$ cat src/rtl/sha1_msg_padder_pkg.sv
`default_nettype none
// ============================================================================
//  Module      : sha1_msg_padder_pkg
//  Description : Shared SHA-1 message-padding constants, padder state
//                encoding and small helpers. Also used by the compression
//                core control logic.
//  Revision    : 1.0  initial release
// ============================================================================
package sha1_msg_padder_pkg;

    localparam logic [31:0] SHA1_PAD_WORD     = 32'h8000_0000;
    localparam int          SHA1_BLK_WORDS    = 16;
    localparam int          SHA1_IDX_W        = $clog2(SHA1_BLK_WORDS);
    localparam logic [3:0]  SHA1_LAST_PAD_IDX = 4'd13;
    localparam logic [3:0]  SHA1_LEN_HI_IDX   = 4'd14;
    localparam logic [3:0]  SHA1_LEN_LO_IDX   = 4'd15;

    typedef enum logic [1:0] {
        ST_DATA   = 2'd0,
        ST_PAD    = 2'd1,
        ST_LEN_HI = 2'd2,
        ST_LEN_LO = 2'd3
    } pad_state_t;

    // Byte counts above 4 on the final word mean "whole word".
    function automatic logic [2:0] sat_nbytes(input logic [2:0] n);
        return (n > 3'd4) ? 3'd4 : n;
    endfunction

endpackage
`default_nettype wire

$ cat src/rtl/sha1_msg_padder_if.sv
`default_nettype none
// ============================================================================
//  Module      : sha1_msg_padder_if
//  Description : Message-stream input and padded-word output bundle.
//                master : the padder (accepts message words, drives blocks)
//                slave  : host / consumer side
//  Revision    : 1.0  initial release
// ============================================================================
interface sha1_msg_padder_if;
    import sha1_msg_padder_pkg::*;

    logic                  in_valid;
    logic                  in_ready;
    logic [31:0]           in_data;
    logic                  in_last;
    logic [2:0]            in_nbytes;
    logic                  out_valid;
    logic                  out_ready;
    logic [31:0]           out_data;
    logic [SHA1_IDX_W-1:0] out_idx;
    logic                  out_blk_last;
    logic                  out_msg_last;

    modport master (
        input  in_valid, in_data, in_last, in_nbytes, out_ready,
        output in_ready, out_valid, out_data, out_idx, out_blk_last, out_msg_last
    );

    modport slave (
        output in_valid, in_data, in_last, in_nbytes, out_ready,
        input  in_ready, out_valid, out_data, out_idx, out_blk_last, out_msg_last
    );
endinterface
`default_nettype wire

$ cat src/rtl/sha1_pad_mask.sv
`default_nettype none
// ============================================================================
//  Module      : sha1_pad_mask
//  Description : Combinational final-word builder. Keeps bytes 0..k-1 of the
//                big-endian word, puts the 0x80 marker in byte k and clears
//                the rest. k>=4 passes the word through unchanged.
//  Ports       : i_data   message word, byte 0 in [31:24]
//                i_nbytes valid byte count k
//                o_word   masked word
//  Revision    : 1.0  initial release
// ============================================================================
module sha1_pad_mask
    import sha1_msg_padder_pkg::*;
(
    input  logic [31:0] i_data,
    input  logic [2:0]  i_nbytes,
    output logic [31:0] o_word
);

    always_comb begin
        o_word = '0;
        for (int b = 0; b < 4; b++) begin
            if (3'(b) < i_nbytes) begin
                o_word[31-8*b -: 8] = i_data[31-8*b -: 8];
            end else if (3'(b) == i_nbytes) begin
                o_word[31-8*b -: 8] = 8'h80;
            end
        end
    end

endmodule
`default_nettype wire

$ cat src/rtl/sha1_msg_padder.sv
`default_nettype none
// ============================================================================
//  Module      : sha1_msg_padder
//  Description : Turns a big-endian 32-bit message stream into padded 512-bit
//                SHA-1 blocks, emitted as 16 sequential words with index.
//  Ports       : clk, rst (async, active-high)
//                bus.in_*  message words (valid/ready, last, byte count)
//                bus.out_* padded words (valid/ready, idx, block/msg last)
//  Revision    : 1.0  initial release
// ============================================================================
module sha1_msg_padder
    import sha1_msg_padder_pkg::*;
#(
    parameter int LEN_W = 64
)(
    input  logic               clk,
    input  logic               rst,
    sha1_msg_padder_if.master  bus
);

    pad_state_t            r_state, w_state_nxt;
    logic                  r_pend, w_pend_nxt;       // next PAD word is the 0x80 word
    logic [LEN_W-1:0]      r_len, w_len_nxt;
    logic [SHA1_IDX_W-1:0] r_nidx;                   // index the next loaded word gets
    logic                  r_out_valid;
    logic [31:0]           r_out_data;
    logic [SHA1_IDX_W-1:0] r_out_idx;
    logic                  r_out_msg_last;

    logic                  w_load_ok, w_in_fire, w_load, w_msg_last;
    logic [31:0]           w_word, w_masked;
    logic [2:0]            w_k;
    logic [5:0]            w_len_add;
    logic [63:0]           w_len64;

    // Output register may be (re)loaded when empty or being drained.
    assign w_load_ok = !r_out_valid || bus.out_ready;
    assign w_in_fire = bus.in_valid && bus.in_ready;
    assign w_k       = sat_nbytes(bus.in_nbytes);
    assign w_len_add = bus.in_last ? {w_k, 3'b000} : 6'd32;
    assign w_len64   = 64'(r_len);

    sha1_pad_mask u_mask (
        .i_data   (bus.in_data),
        .i_nbytes (w_k),
        .o_word   (w_masked)
    );

    always_comb begin
        w_state_nxt = r_state;
        w_pend_nxt  = r_pend;
        w_len_nxt   = r_len;
        w_load      = 1'b0;
        w_word      = '0;
        w_msg_last  = 1'b0;
        case (r_state)
            ST_DATA: begin
                if (w_in_fire) begin
                    w_load    = 1'b1;
                    w_len_nxt = r_len + LEN_W'(w_len_add);
                    w_word    = bus.in_last ? w_masked : bus.in_data;
                    if (bus.in_last) begin
                        if (w_k == 3'd4) begin
                            // Marker did not fit; it becomes the next word.
                            w_pend_nxt  = 1'b1;
                            w_state_nxt = ST_PAD;
                        end else if (r_nidx == SHA1_LAST_PAD_IDX) begin
                            w_state_nxt = ST_LEN_HI;
                        end else begin
                            w_state_nxt = ST_PAD;
                        end
                    end
                end
            end
            ST_PAD: begin
                if (w_load_ok) begin
                    w_load     = 1'b1;
                    w_word     = r_pend ? SHA1_PAD_WORD : 32'h0;
                    w_pend_nxt = 1'b0;
                    // Only idx 13 leads to the length; 14/15 wrap into a new block.
                    if (r_nidx == SHA1_LAST_PAD_IDX) begin
                        w_state_nxt = ST_LEN_HI;
                    end
                end
            end
            ST_LEN_HI: begin
                if (w_load_ok) begin
                    w_load      = 1'b1;
                    w_word      = w_len64[63:32];
                    w_state_nxt = ST_LEN_LO;
                end
            end
            ST_LEN_LO: begin
                if (w_load_ok) begin
                    w_load      = 1'b1;
                    w_word      = w_len64[31:0];
                    w_msg_last  = 1'b1;
                    w_len_nxt   = '0;
                    w_state_nxt = ST_DATA;
                end
            end
            default: w_state_nxt = ST_DATA;
        endcase
    end

    always_ff @(posedge clk or posedge rst) begin
        if (rst) begin
            r_state        <= ST_DATA;
            r_pend         <= 1'b0;
            r_len          <= '0;
            r_nidx         <= '0;
            r_out_valid    <= 1'b0;
            r_out_data     <= '0;
            r_out_idx      <= '0;
            r_out_msg_last <= 1'b0;
        end else begin
            r_state <= w_state_nxt;
            r_pend  <= w_pend_nxt;
            r_len   <= w_len_nxt;
            if (w_load) begin
                r_out_valid    <= 1'b1;
                r_out_data     <= w_word;
                r_out_idx      <= r_nidx;
                r_out_msg_last <= w_msg_last;
                r_nidx         <= r_nidx + 1'b1;
            end else if (w_load_ok) begin
                r_out_valid    <= 1'b0;
            end
        end
    end

    assign bus.in_ready     = (r_state == ST_DATA) && w_load_ok;
    assign bus.out_valid    = r_out_valid;
    assign bus.out_data     = r_out_data;
    assign bus.out_idx      = r_out_idx;
    assign bus.out_blk_last = (r_out_idx == SHA1_LEN_LO_IDX);
    assign bus.out_msg_last = r_out_msg_last;

endmodule
`default_nettype wire
$ cat src/flat_wrapper.sv
// flat-port wrapper written by rule: the top's interface ports become plain ports
module sha1_msg_padder_flat import sha1_msg_padder_pkg::*;
#(
    parameter int LEN_W = 64
)
  (clk, rst, bus_in_valid, bus_in_data, bus_in_last, bus_in_nbytes, bus_out_ready, bus_in_ready, bus_out_valid, bus_out_data, bus_out_idx, bus_out_blk_last, bus_out_msg_last);
  sha1_msg_padder_if bus_i ();
  input  logic clk;
  input  logic rst;
  input wire logic [$bits(bus_i.in_valid)-1:0] bus_in_valid;
  input wire logic [$bits(bus_i.in_data)-1:0] bus_in_data;
  input wire logic [$bits(bus_i.in_last)-1:0] bus_in_last;
  input wire logic [$bits(bus_i.in_nbytes)-1:0] bus_in_nbytes;
  input wire logic [$bits(bus_i.out_ready)-1:0] bus_out_ready;
  output wire logic [$bits(bus_i.in_ready)-1:0] bus_in_ready;
  output wire logic [$bits(bus_i.out_valid)-1:0] bus_out_valid;
  output wire logic [$bits(bus_i.out_data)-1:0] bus_out_data;
  output wire logic [$bits(bus_i.out_idx)-1:0] bus_out_idx;
  output wire logic [$bits(bus_i.out_blk_last)-1:0] bus_out_blk_last;
  output wire logic [$bits(bus_i.out_msg_last)-1:0] bus_out_msg_last;
  assign bus_i.in_valid = bus_in_valid;
  assign bus_i.in_data = bus_in_data;
  assign bus_i.in_last = bus_in_last;
  assign bus_i.in_nbytes = bus_in_nbytes;
  assign bus_i.out_ready = bus_out_ready;
  assign bus_in_ready = bus_i.in_ready;
  assign bus_out_valid = bus_i.out_valid;
  assign bus_out_data = bus_i.out_data;
  assign bus_out_idx = bus_i.out_idx;
  assign bus_out_blk_last = bus_i.out_blk_last;
  assign bus_out_msg_last = bus_i.out_msg_last;
  sha1_msg_padder #(.LEN_W(LEN_W)) u_core (.clk(clk), .rst(rst), .bus(bus_i));
endmodule
$ cat config.mk
export PLATFORM = sky130hd
export DESIGN_NAME = sha1_msg_padder_flat
export DESIGN_NICKNAME = d
export VERILOG_FILES = /design/src/rtl/sha1_msg_padder_pkg.sv /design/src/rtl/sha1_msg_padder_if.sv /design/src/rtl/sha1_pad_mask.sv /design/src/rtl/sha1_msg_padder.sv /design/src/flat_wrapper.sv
export SDC_FILE = /design/constraint.sdc
export NUM_CORES = 1
export LEC_CHECK = 0
export CELL_PAD_IN_SITES_DETAIL_PLACEMENT = 1
export CELL_PAD_IN_SITES_GLOBAL_PLACEMENT = 1
export CORE_UTILIZATION = 35
export CTS_BUF_LIST = sky130_fd_sc_hd__clkbuf_4 sky130_fd_sc_hd__clkbuf_8 sky130_fd_sc_hd__clkbuf_16
export DETAILED_ROUTE_END_ITERATION = 8
export GPL_TIMING_DRIVEN = 0
export PLACE_DENSITY_LB_ADDON = 0.25
export SLEW_MARGIN = 20
export SYNTH_ARGS = -nofsm -noshare
export SYNTH_HDL_FRONTEND = slang
export SYNTH_SLANG_ARGS = --single-unit
$ cat constraint.sdc
create_clock -name clk -period 6.6 [get_ports clk]
set_input_delay 1.32 -clock clk [delete_from_list [all_inputs] [get_ports clk]]
set_output_delay 1.32 -clock clk [all_outputs]
set_load 0.005 [all_outputs]
==> flow_summary.toml <==
[run_status]
status = "complete, no violations"

[die]
start_util = 0.3565
rows = 46
core_um2 = 15830
die_height_um = 129.0
die_w_um = 129.0
ios = 80
die-area_um2 = 16630

[sta]
clock_skew_ns = 0.01085
setup-violations-final = 0
finalWorstSetupSlack_ns = 1.720
final.min_clock_period_ns = 4.880
fin_tns_setup_ns = 0
rsz0062_at_grt = "no"
finalCritPeriodShare = 0.7394
drv_slew = 0
relSlewSlack = 0.4246
fmax_mhz = 204.9
hold_viol = 0
worst_pin_slew_ns = 0.8565

[routing]
routedWlPerCell_um = 20.28
drt-pass1-iter-count = 4
wl_mm = 18.92
drt-initial-drc-count = 361
viasPerCell = 5.481
vias = 5114
route.detailed.drc = 0
final_antenna_net_count = 0

[synthesis]
synth.area.top_cells = "dfrtp_1 (47%), xnor2_1 (5.9%), nor2_1 (5.1%), o21ai_0 (4.6%), nand2_1 (3.7%)"
synth_top_area_cell = "dfrtp_1"
ys_seq_area_frac = 0.4701
synth-seq-cells = 106
syn-num-nets = 671
synth-async-reset-ratio = 1.000
synth_cell_types = 48
synthCells = 621
yosys_warnings = 0
synth_edf_count = 0
netlist_area_um2 = 5643
synth.top_cell.area_share = 0.4701
synthFlopType = "dfrtp_1"
syn_avg_cell_area_um2 = 9.087

[placed_design]
dp_hpwl_mm = 14.32
dp_slack_ns = 1.401
gp_congestion = 0.8355
port_buffers = 79

[power_and_ir_drop]
total_leakage_power_uw = 0.002893
peakVddDrop_v = 0.0001390
power_density_nw_per_um2 = 345.8
total_power_uw = 2448

[finish]
area_delta_synth_final_pct = 25.45
n_fill_cell = 1821
num_antenna_cells = 0
multi_input_area_um2 = 2806
layout_commonest_cell = "dfrtp_1"
seq_area_um2 = 2653
mostFrequentLayoutCells = "dfrtp_1 (106), clkdlybuf4s50_1 (79), nor2_1 (77)"
nNetsFinal = 762
drive_gt1_frac = 0.04463

[clock_network]
post_cts_resized = 0
cts.htree.levels = 3
clk_latency_ns = 0.36
cts.sink_count = 106
ctsRootBufferMaster = "clkbuf_16"
ctsHoldBuffers = 0
cts_inserted_buffers = 9
cts_buffer_depth = 2
path_clk_slew_ns = 0.07
cts_setup_buffers = 0
cts_tree = "yes"

[global_routing]
grt_usage = 0.2420
overflow = 0
antenna_found_initial = 0
grt_pass1_wl_mm = 30.05
grt_pass1_vias = 5325
grt_use_met1 = 0.3279
grt_use_met2 = 0.3882
top_usage_layer = "met2"
grt_util_met3 = 0.03410
grt_max_degree = 60

[worst_setup_path]
start_kind = "primary input"
required_ns = 6.85
r2r_cells = 8
critPathKind = "primary input to register"
critPathCaptureType = "register"
crit_arrival_ns = 5.13
startpoint = "bus_in_last"
r2r-start = "u_core.r_len[3]"
cp_max_fo = 8

[worst_hold_path]
holdPathStages = 2
hp-class = "register to register"
hp-start = "u_core.bus.out_msg_last"

[run]
drv_cap = 0
==> layout make-up <==
| class | count | share of cell area |
|---|---|---|
| flip-flops and latches | 106 | 0.3747 |
| clock inverters | 6 | 0.01485 |
| multi-input cells | 467 | 0.3964 |
| repair buffers | 80 | 0.1156 |
| inverters | 15 | 0.008660 |
| well taps | 216 | 0.03818 |
| plain buffers | 33 | 0.01873 |
| clock buffers | 10 | 0.03287 |
==> cells by family after synthesis <==
logic type / synth area share
and+or+nand+nor: 0.2381
DFF: 0.4701
muxes: 0.01175
adders and majority gates: 0.02350
buffers and inverters: 0.03348
xor gates and xnor gates: 0.07295
AOI/OAI and AO/OA: 0.1501
==> cells in the mapped netlist (5+ instances only) <==
cell        n
inv_1      15
nor2_1     77
xor2_1      9
nor3_1     24
and3_1     12
and2_1      5
buf_1       7
nand2_1    56
ha_1        9
mux2_2      5
o21ai_0    52
xnor2_1    38
dfrtp_1   106
a21oi_1    28
nor4_1      7
a22oi_1    20
nor2b_1     7
a221o_1    15
nand4_1    14
nand3_1    34
and4_1      5
or3_1      13
clkbuf_1   24
==> power by group <==
group	switching, uW	leakage (uW)	internal, uW
clock network	254	0.000170	374
registers	126	0.00140	797
logic	488	0.00132	409
total	869	0.00289	1580
==> registers in the layout, summed over array words and instances, names as in the netlist <==
signal and cells:
u_core.r_len 61, u_core.bus.out_data 32, u_core.bus.out_idx 4, u_core.r_nidx 4, u_core.r_state 2, u_core.bus.out_msg_last 1
u_core.bus.out_valid 1, u_core.r_pend 1
==> per-stage QoR <==
stage            util  instance area, um2  instances  hold slack (ns)
2_1_floorplan       -                5643        621           0.4628
3_3_place_gp   0.4236                6704        916           0.4765
3_5_place_dp   0.4259                6741        917           0.4782
4_1_cts        0.4473                7079        933           0.4940
5_1_grt        0.4473                7079        933           0.5125
6_report       0.4473                7079        933           0.4848
==> metal layers <==
metal | vias up | part of all wire | routed length, um
met5 | - | 0 | 0
met1 | 2565 | 0.47 | 8902
met4 | 0 | 0.027 | 512
met2 | 136 | 0.46 | 8788
met3 | 29 | 0.038 | 714
li1 | 2384 | - | -
==> worst max-delay path, stage by stage <==
cell             delay, ns
clkdlybuf4s50_1       0.50
nor2b_1               0.29
and2_1                0.21
ha_1                  0.22
fa_1                  0.23
a21oi_1               0.10
nor4b_1               0.71
nand3_1               0.44
or2_1                 0.41
or3_1                 0.41
mux2_2                0.28
==> path summary, 6_finish.rpt <==
check / to / slack, ns
max: u_core.r_len[63] / 1.72
min: u_core.bus.out_msg_last / 0.48
max reg2reg: u_core.r_len[63] / 3.29
min reg2reg: u_core.bus.out_msg_last / 0.48
max in group asynchronous: u_core.r_len[40] / 4.54
min in group asynchronous: u_core.bus.out_data[8] / 1.40
(Power assumes the default switching activity.)
